<file path="config.mk">
export PLATFORM = sky130hd
export DESIGN_NAME = initials_entry
export DESIGN_NICKNAME = d
export VERILOG_FILES = /design/src/rtl/initials_entry.sv
export SDC_FILE = /design/constraint.sdc
export NUM_CORES = 1
export LEC_CHECK = 0
export CORE_UTILIZATION = 47
export CTS_BUF_LIST = sky130_fd_sc_hd__clkbuf_4 sky130_fd_sc_hd__clkbuf_8
export CTS_CLUSTER_DIAMETER = 200
export DETAILED_ROUTE_END_ITERATION = 16
export PLACE_DENSITY = 0.77
export SETUP_SLACK_MARGIN = 0.4
export SYNTH_ARGS = -nofsm -noshare
export SYNTH_HDL_FRONTEND = slang
export SYNTH_SLANG_ARGS = --single-unit
export TNS_END_PERCENT = 10
</file>
<file path="constraint.sdc">
create_clock -name clk -period 9.9 [get_ports clk]
set_input_delay 0.99 -clock clk [delete_from_list [all_inputs] [get_ports clk]]
set_output_delay 0.99 -clock clk [all_outputs]
set_load 0.03 [all_outputs]
</file>
<file path="src/rtl/initials_entry.sv">
// initials_entry: lets the player dial in a five-letter high-score name.
//
// The player edits five 6-bit letter codes (0 = blank, 1..26 = A..Z) with
// the debounced up/down/next/back buttons. Holding up or down auto-repeats.
// A Next press on the last slot commits the name with a one-cycle doneSave
// pulse, after which the block waits for every button and start to drop
// before it returns to idle.
//
// Ports:
//   clk       in   system clock
//   resetn    in   synchronous reset, active HIGH despite the name
//   start     in   level from the game controller requesting name entry
//   btnUp     in   debounced level, steps the current letter up
//   btnDown   in   debounced level, steps the current letter down
//   btnNext   in   debounced level, cursor right / commit from last slot
//   btnBack   in   debounced level, cursor left
//   letter1-5 out  current letter codes, letter1 is leftmost
//   cursor    out  slot under edit, 0..4
//   active    out  high while editing
//   doneSave  out  single-cycle commit pulse

module initials_entry #(
    parameter int unsigned MAX_CODE     = 26,
    parameter int unsigned DEFAULT_CODE = 1,
    parameter int unsigned REPEAT_DELAY = 25000000,
    parameter int unsigned REPEAT_RATE  = 5000000
) (
    input  logic       clk,
    input  logic       resetn,
    input  logic       start,
    input  logic       btnUp,
    input  logic       btnDown,
    input  logic       btnNext,
    input  logic       btnBack,
    output logic [5:0] letter1,
    output logic [5:0] letter2,
    output logic [5:0] letter3,
    output logic [5:0] letter4,
    output logic [5:0] letter5,
    output logic [2:0] cursor,
    output logic       active,
    output logic       doneSave
);

    localparam logic [5:0] MAX_C     = 6'(MAX_CODE);
    localparam logic [5:0] DEFAULT_C = 6'(DEFAULT_CODE);
    localparam logic [2:0] LAST_SLOT = 3'd4;

    localparam int unsigned CNT_MAX = (REPEAT_DELAY > REPEAT_RATE) ? REPEAT_DELAY : REPEAT_RATE;
    localparam int unsigned CNT_W   = $clog2(CNT_MAX + 1);
    localparam logic [CNT_W-1:0] DELAY_C = CNT_W'(REPEAT_DELAY);
    localparam logic [CNT_W-1:0] RATE_C  = CNT_W'(REPEAT_RATE);

    typedef enum logic [1:0] {
        StIdle,
        StEdit,
        StSave,
        StRelease
    } state_e;

    state_e           r_state;
    state_e           w_state_nxt;
    logic [5:0]       r_letters     [5];
    logic [5:0]       w_letters_nxt [5];
    logic [2:0]       r_cursor;
    logic [2:0]       w_cursor_nxt;

    // Previous button levels for edge detection.
    logic             r_up_prev;
    logic             r_dn_prev;
    logic             r_nx_prev;
    logic             r_bk_prev;

    // Auto-repeat: r_rpt_cnt counts cycles since the press edge (or since
    // the last tick); zero means idle. r_rpt_rep marks that the first
    // (long) delay has already elapsed.
    logic [CNT_W-1:0] r_rpt_cnt;
    logic [CNT_W-1:0] w_rpt_cnt_nxt;
    logic             r_rpt_rep;
    logic             w_rpt_rep_nxt;
    logic             r_rpt_dir;
    logic             w_rpt_dir_nxt;

    logic             w_up_ev;
    logic             w_dn_ev;
    logic             w_nx_ev;
    logic             w_bk_ev;
    logic             w_one_dir;
    logic             w_dir_ev;
    logic             w_holding;
    logic             w_tick;
    logic             w_up_tick;
    logic             w_dn_tick;
    logic [5:0]       w_slot;
    logic [5:0]       w_slot_up;
    logic [5:0]       w_slot_dn;

    assign w_up_ev = btnUp & ~r_up_prev;
    assign w_dn_ev = btnDown & ~r_dn_prev;
    assign w_nx_ev = btnNext & ~r_nx_prev;
    assign w_bk_ev = btnBack & ~r_bk_prev;

    // Exactly one of up/down held; btnUp then gives the direction.
    assign w_one_dir = btnUp ^ btnDown;
    assign w_dir_ev  = btnUp ? w_up_ev : w_dn_ev;

    // A repeat run continues only while the same single direction stays held.
    assign w_holding = (r_state == StEdit) && w_one_dir && (r_rpt_cnt != '0) &&
                       (r_rpt_dir == btnUp) && !w_dir_ev;
    assign w_tick    = w_holding &&
                       ((!r_rpt_rep && (r_rpt_cnt == DELAY_C)) ||
                        (r_rpt_rep && (r_rpt_cnt == RATE_C)));
    assign w_up_tick = w_tick && r_rpt_dir;
    assign w_dn_tick = w_tick && !r_rpt_dir;

    // Auto-repeat counter next state. Only a real press edge starts a run,
    // so a button already held when editing begins never repeats.
    always_comb begin
        w_rpt_cnt_nxt = '0;
        w_rpt_rep_nxt = 1'b0;
        w_rpt_dir_nxt = r_rpt_dir;
        if ((r_state == StEdit) && w_one_dir && w_dir_ev) begin
            w_rpt_cnt_nxt = CNT_W'(1);
            w_rpt_dir_nxt = btnUp;
        end else if (w_holding) begin
            if (w_tick) begin
                w_rpt_cnt_nxt = CNT_W'(1);
                w_rpt_rep_nxt = 1'b1;
            end else begin
                w_rpt_cnt_nxt = r_rpt_cnt + CNT_W'(1);
                w_rpt_rep_nxt = r_rpt_rep;
            end
        end
    end

    // Letter under the cursor and its wrapped neighbours.
    always_comb begin
        w_slot = '0;
        for (int i = 0; i < 5; i++) begin
            if (r_cursor == 3'(i)) begin
                w_slot = r_letters[i];
            end
        end
        w_slot_up = (w_slot == MAX_C) ? 6'd0 : w_slot + 6'd1;
        w_slot_dn = (w_slot == 6'd0) ? MAX_C : w_slot - 6'd1;
    end

    // FSM next state plus letter/cursor datapath.
    always_comb begin
        w_state_nxt   = r_state;
        w_letters_nxt = r_letters;
        w_cursor_nxt  = r_cursor;

        case (r_state)
            StIdle: begin
                if (start) begin
                    w_state_nxt = StEdit;
                    w_cursor_nxt = 3'd0;
                    for (int i = 0; i < 5; i++) begin
                        w_letters_nxt[i] = DEFAULT_C;
                    end
                end
            end

            StEdit: begin
                // Losing start abandons the edit; any button activity that
                // cycle is ignored.
                if (!start) begin
                    w_state_nxt = StIdle;
                end else if (w_nx_ev && w_bk_ev) begin
                    // Contradictory cursor request: ignore both.
                end else if (w_nx_ev) begin
                    if (r_cursor == LAST_SLOT) begin
                        w_state_nxt = StSave;
                    end else begin
                        w_cursor_nxt = r_cursor + 3'd1;
                    end
                end else if (w_bk_ev) begin
                    if (r_cursor != 3'd0) begin
                        w_cursor_nxt = r_cursor - 3'd1;
                    end
                end else if (btnUp && btnDown) begin
                    // Both directions held: no step.
                end else if (w_up_ev || w_up_tick) begin
                    for (int i = 0; i < 5; i++) begin
                        if (r_cursor == 3'(i)) begin
                            w_letters_nxt[i] = w_slot_up;
                        end
                    end
                end else if (w_dn_ev || w_dn_tick) begin
                    for (int i = 0; i < 5; i++) begin
                        if (r_cursor == 3'(i)) begin
                            w_letters_nxt[i] = w_slot_dn;
                        end
                    end
                end
            end

            StSave: begin
                w_state_nxt = StRelease;
            end

            StRelease: begin
                // Hold off until the controller drops start and every button
                // is released, so a held Next cannot re-enter editing.
                if (!start && !btnUp && !btnDown && !btnNext && !btnBack) begin
                    w_state_nxt = StIdle;
                end
            end

            default: begin
                w_state_nxt = StIdle;
            end
        endcase
    end

    always_ff @(posedge clk) begin
        if (resetn) begin
            r_state   <= StIdle;
            r_cursor  <= 3'd0;
            for (int i = 0; i < 5; i++) begin
                r_letters[i] <= DEFAULT_C;
            end
            r_up_prev <= 1'b0;
            r_dn_prev <= 1'b0;
            r_nx_prev <= 1'b0;
            r_bk_prev <= 1'b0;
            r_rpt_cnt <= '0;
            r_rpt_rep <= 1'b0;
            r_rpt_dir <= 1'b0;
        end else begin
            r_state   <= w_state_nxt;
            r_cursor  <= w_cursor_nxt;
            r_letters <= w_letters_nxt;
            r_up_prev <= btnUp;
            r_dn_prev <= btnDown;
            r_nx_prev <= btnNext;
            r_bk_prev <= btnBack;
            r_rpt_cnt <= w_rpt_cnt_nxt;
            r_rpt_rep <= w_rpt_rep_nxt;
            r_rpt_dir <= w_rpt_dir_nxt;
        end
    end

    assign letter1  = r_letters[0];
    assign letter2  = r_letters[1];
    assign letter3  = r_letters[2];
    assign letter4  = r_letters[3];
    assign letter5  = r_letters[4];
    assign cursor   = r_cursor;
    assign active   = (r_state == StEdit);
    assign doneSave = (r_state == StSave);

endmodule
</file>
==> results.yml <==
synthesis:
  synth_largest_area_cell: "dfxtp_1"
  ys_seq_elements: 66
  ys.warnings.count: 0
  synth-edff-count: 0
  async_flop_share_pct: 0
  synth_top_area_share_pct: 35.60
  synth_ff_type: "dfxtp_1"
  syn_nets: 469
  syn_area_sq_um: 3711
  synth_cells: 449
  avgSynthCellArea_sq_um: 8.265
  seq_area_frac_synth_pct: 35.60
  synth.distinct_cells: 64
  synth_area_leaders: "dfxtp_1 (36%), nor2_1 (4.9%), ha_1 (4.4%), xnor2_1 (4.0%), nand3_1 (3.6%)"
sta:
  max_slew_margin_pct: 22.47
  tightest_slew_ns: 1.134
  drv_slew: 0
  tns_ns: 0
  rsz0062_at_grt: "false"
  finalCriticalPeriod_ns: 4.064
  hold_viol_final: 0
  skew_ns: 0.01604
  setup_viol: 0
  worst_hold_slack_ns: 0.4946
  setup_slack_ns: 5.836
  finalCritPeriodShare_pct: 41.05
  max_freq_ghz: 0.2461
final_layout:
  fin_cells: 589
  final_layout_size_suffix_gt1_share_pct: 5.955
  antenna_cells: 0
  seq_area_sq_um: 1321
  fillers: 714
  multi_input_area_sq_um: 2227
  nets: 502
  fin_util_pct: 57.31
  syn2layout_area_growth_pct: 18.71
floorplanning:
  die_h_microns: 90.86
  die_area_sq_um: 8256
  placementRows: 32
  die_x_microns: 90.86
  ios: 42
  start_util_pct: 48.27
  coreArea_sq_um: 7687
power:
  power.leakage_nw: 1.531
  irDropWorstVdd_mv: 0.06176
  power.density_nw_per_um2: 152.1
outcome:
  outcome: "completed"
detailed_routing:
  finalWirelength_microns: 9699
  drt-wirelength-per-cell_microns: 16.47
  drcViolationCount: 0
  first_pass_iters: 5
  via_per_inst: 6.054
  drt.antenna.violating_nets: 0
  first_iter_violations: 313
  routed-via-count: 3566
cts:
  clkSlewWorstSetupHoldPaths_ns: 0.08
  clockBufferDepth: 2
  cts-resized-gates: 0
  cts.sinks: 66
  cts_setup_buffers: 0
  cts_tree: "built"
  root_buffer: "clkbuf_8"
  clk_latency_ns: 0.35
  hold_buffers: 0
  h-tree-depth: 3
  cts_buffers: 9
setup_path:
  worstPathArrival_ns: 4.25
  critPathKind: "reg -> reg"
  reg2reg_setup_slack_ns: 5.84
  reg2reg_depth: 10
  crit_required_ns: 10.08
  startpoint: "cursor[2]"
  worstPathMaxFanout: 19
  startpoint_type: "flip-flop"
  crit_path_end_kind: "flip-flop"
  r2r_end: "letter3[1]"
  crit_end: "letter3[1]"
  r2r-start: "cursor[2]"
place:
  preCtsSetupSlack_ns: 5.937
  dp_hpwl_microns: 6917
  place_inst: 573
  io_buffers: 41
  place.gp.congestion: 0.9235
flow_run:
  cap_viol_max_count: 0
min_path:
  hp-class: "reg -> reg"
  min-delay-start: "letter1[1]"
  min_path_cells: 1
grt:
  gr-total-overflow: 0
  grt_usage_pct: 24.28
  grt_max_degree: 34
  grt_pass1_vias: 3294
  grt_pass1_wl_microns: 16220
  antenna_found_initial: 0
[cells in the mapped netlist, drive strengths merged (3+ instances only)]
| master | number |
|---|---|
| nor2 | 48 |
| nor4 | 12 |
| nand2 | 29 |
| a31o | 4 |
| nand2b | 6 |
| dfxtp | 66 |
| inv | 21 |
| xnor2 | 17 |
| nand3 | 27 |
| and4 | 3 |
| a2111oi | 3 |
| or4 | 4 |
| o211ai | 4 |
| a22o | 4 |
| a211oi | 4 |
| nor2b | 17 |
| clkbuf | 18 |
| a211o | 4 |
| a21oi | 22 |
| o21ai | 15 |
| o32ai | 8 |
| nand4 | 10 |
| ha | 13 |
| a22oi | 3 |
| o32a | 5 |
| nor3 | 12 |
| and3 | 7 |
| nor3b | 6 |
| xor2 | 10 |
| nand3b | 8 |
| and2 | 3 |
[stage by stage]
stage / total power, mW / area, sq um
after floorplan: 0.3694 / 3711
after detailed placement: 0.4069 / 4173
final: 0.6700 / 4405
after global routing: 0.6965 / 4405
after CTS: 0.6713 / 4405
after global placement: 0.4047 / 4173
[critical path, stage by stage, from the launching register on]
cell and delay (ns):
dfxtp_1 0.70, inv_1 0.23, ha_1 0.43, nand2_1 0.13, o21ai_0 0.08, a211oi_1 0.60
ha_1 0.26, nor3b_1 0.33, a41oi_1 0.23, a22oi_1 0.72, o32ai_1 0.16
[worst min path at each step]
stage / slack, ns / endpoint
finish: 0.49 / letter1[1]
global route: 0.50 / letter1[1]
CTS: 0.49 / letter1[1]
detailed placement: 0.48 / letter1[1]
global placement: 0.47 / r_rpt_rep
floorplan: 0.44 / r_rpt_rep
[layout by cell type, fill, tap and decap left out, drive strengths merged, types with 3 or more instances in the layout]
cell type	Yosys	final
a2111oi	3	3
and3	7	7
nand4	10	10
a31o	4	4
a22o	4	4
and4	3	3
nand3b	8	8
nor4	12	12
and2	3	3
o21ai	15	15
nor2	48	48
nor3b	6	6
nand2b	6	6
a22oi	3	3
xnor2	17	17
o32a	5	5
nand3	27	27
inv	21	21
o32ai	8	8
nor3	12	12
clkdlybuf4s50	0	41
or4	4	4
o211ai	4	4
a211o	4	4
a211oi	4	4
xor2	10	10
nor2b	17	17
clkbuf	18	12
dfxtp	66	66
ha	13	13
a21oi	22	22
nand2	29	29
[report_power, final]
group / total (mW) / switching [mW] / internal [mW]
registers: 0.281 / 0.00828 / 0.273
logic: 0.124 / 0.0809 / 0.0433
clock network: 0.265 / 0.106 / 0.159
total: 0.670 / 0.195 / 0.475
[layer usage]
metal | part of all wire (%) | global-route usage (%)
met1 | 45 | 31.55
met2 | 46 | 39.14
met3 | 5.9 | 4.882
met4 | 3.1 | 10.05
met5 | 0 | 0
[state kept, by name, indices dropped and copies added, names as in the netlist, named ones only]
name,cells
r_rpt_cnt,25
letter1,6
letter2,6
letter3,6
letter4,6
letter5,6
cursor,3
r_bk_prev,1
r_dn_prev,1
r_nx_prev,1
r_rpt_dir,1
r_rpt_rep,1
r_state,1
r_up_prev,1
[final cells by class]
cell class	instances	share of cell area [%]
flip-flops and latches	66	29.99
clock buffers	12	3.607
clock inverters	4	1.676
multi-input cells	342	50.55
repair buffers	42	9.486
inverters	21	1.789
well taps	102	2.897
[cell families (layout without fill, tap and decap cells)]
group / count (synthesis) / count (layout) / synth area share, %
buffers and inverters: 41 / 79 / 4.383
AND/OR/NAND/NOR: 200 / 200 / 28.89
flip-flops: 66 / 66 / 35.60
XOR/XNOR: 27 / 27 / 6.372
adder cells (fa/ha/maj): 13 / 13 / 4.383
AO/OA/AOI/OAI: 101 / 101 / 20.10
multiplexers: 1 / 1 / 0.2697
No activity file was read; power rests on OpenSTA's default activity.
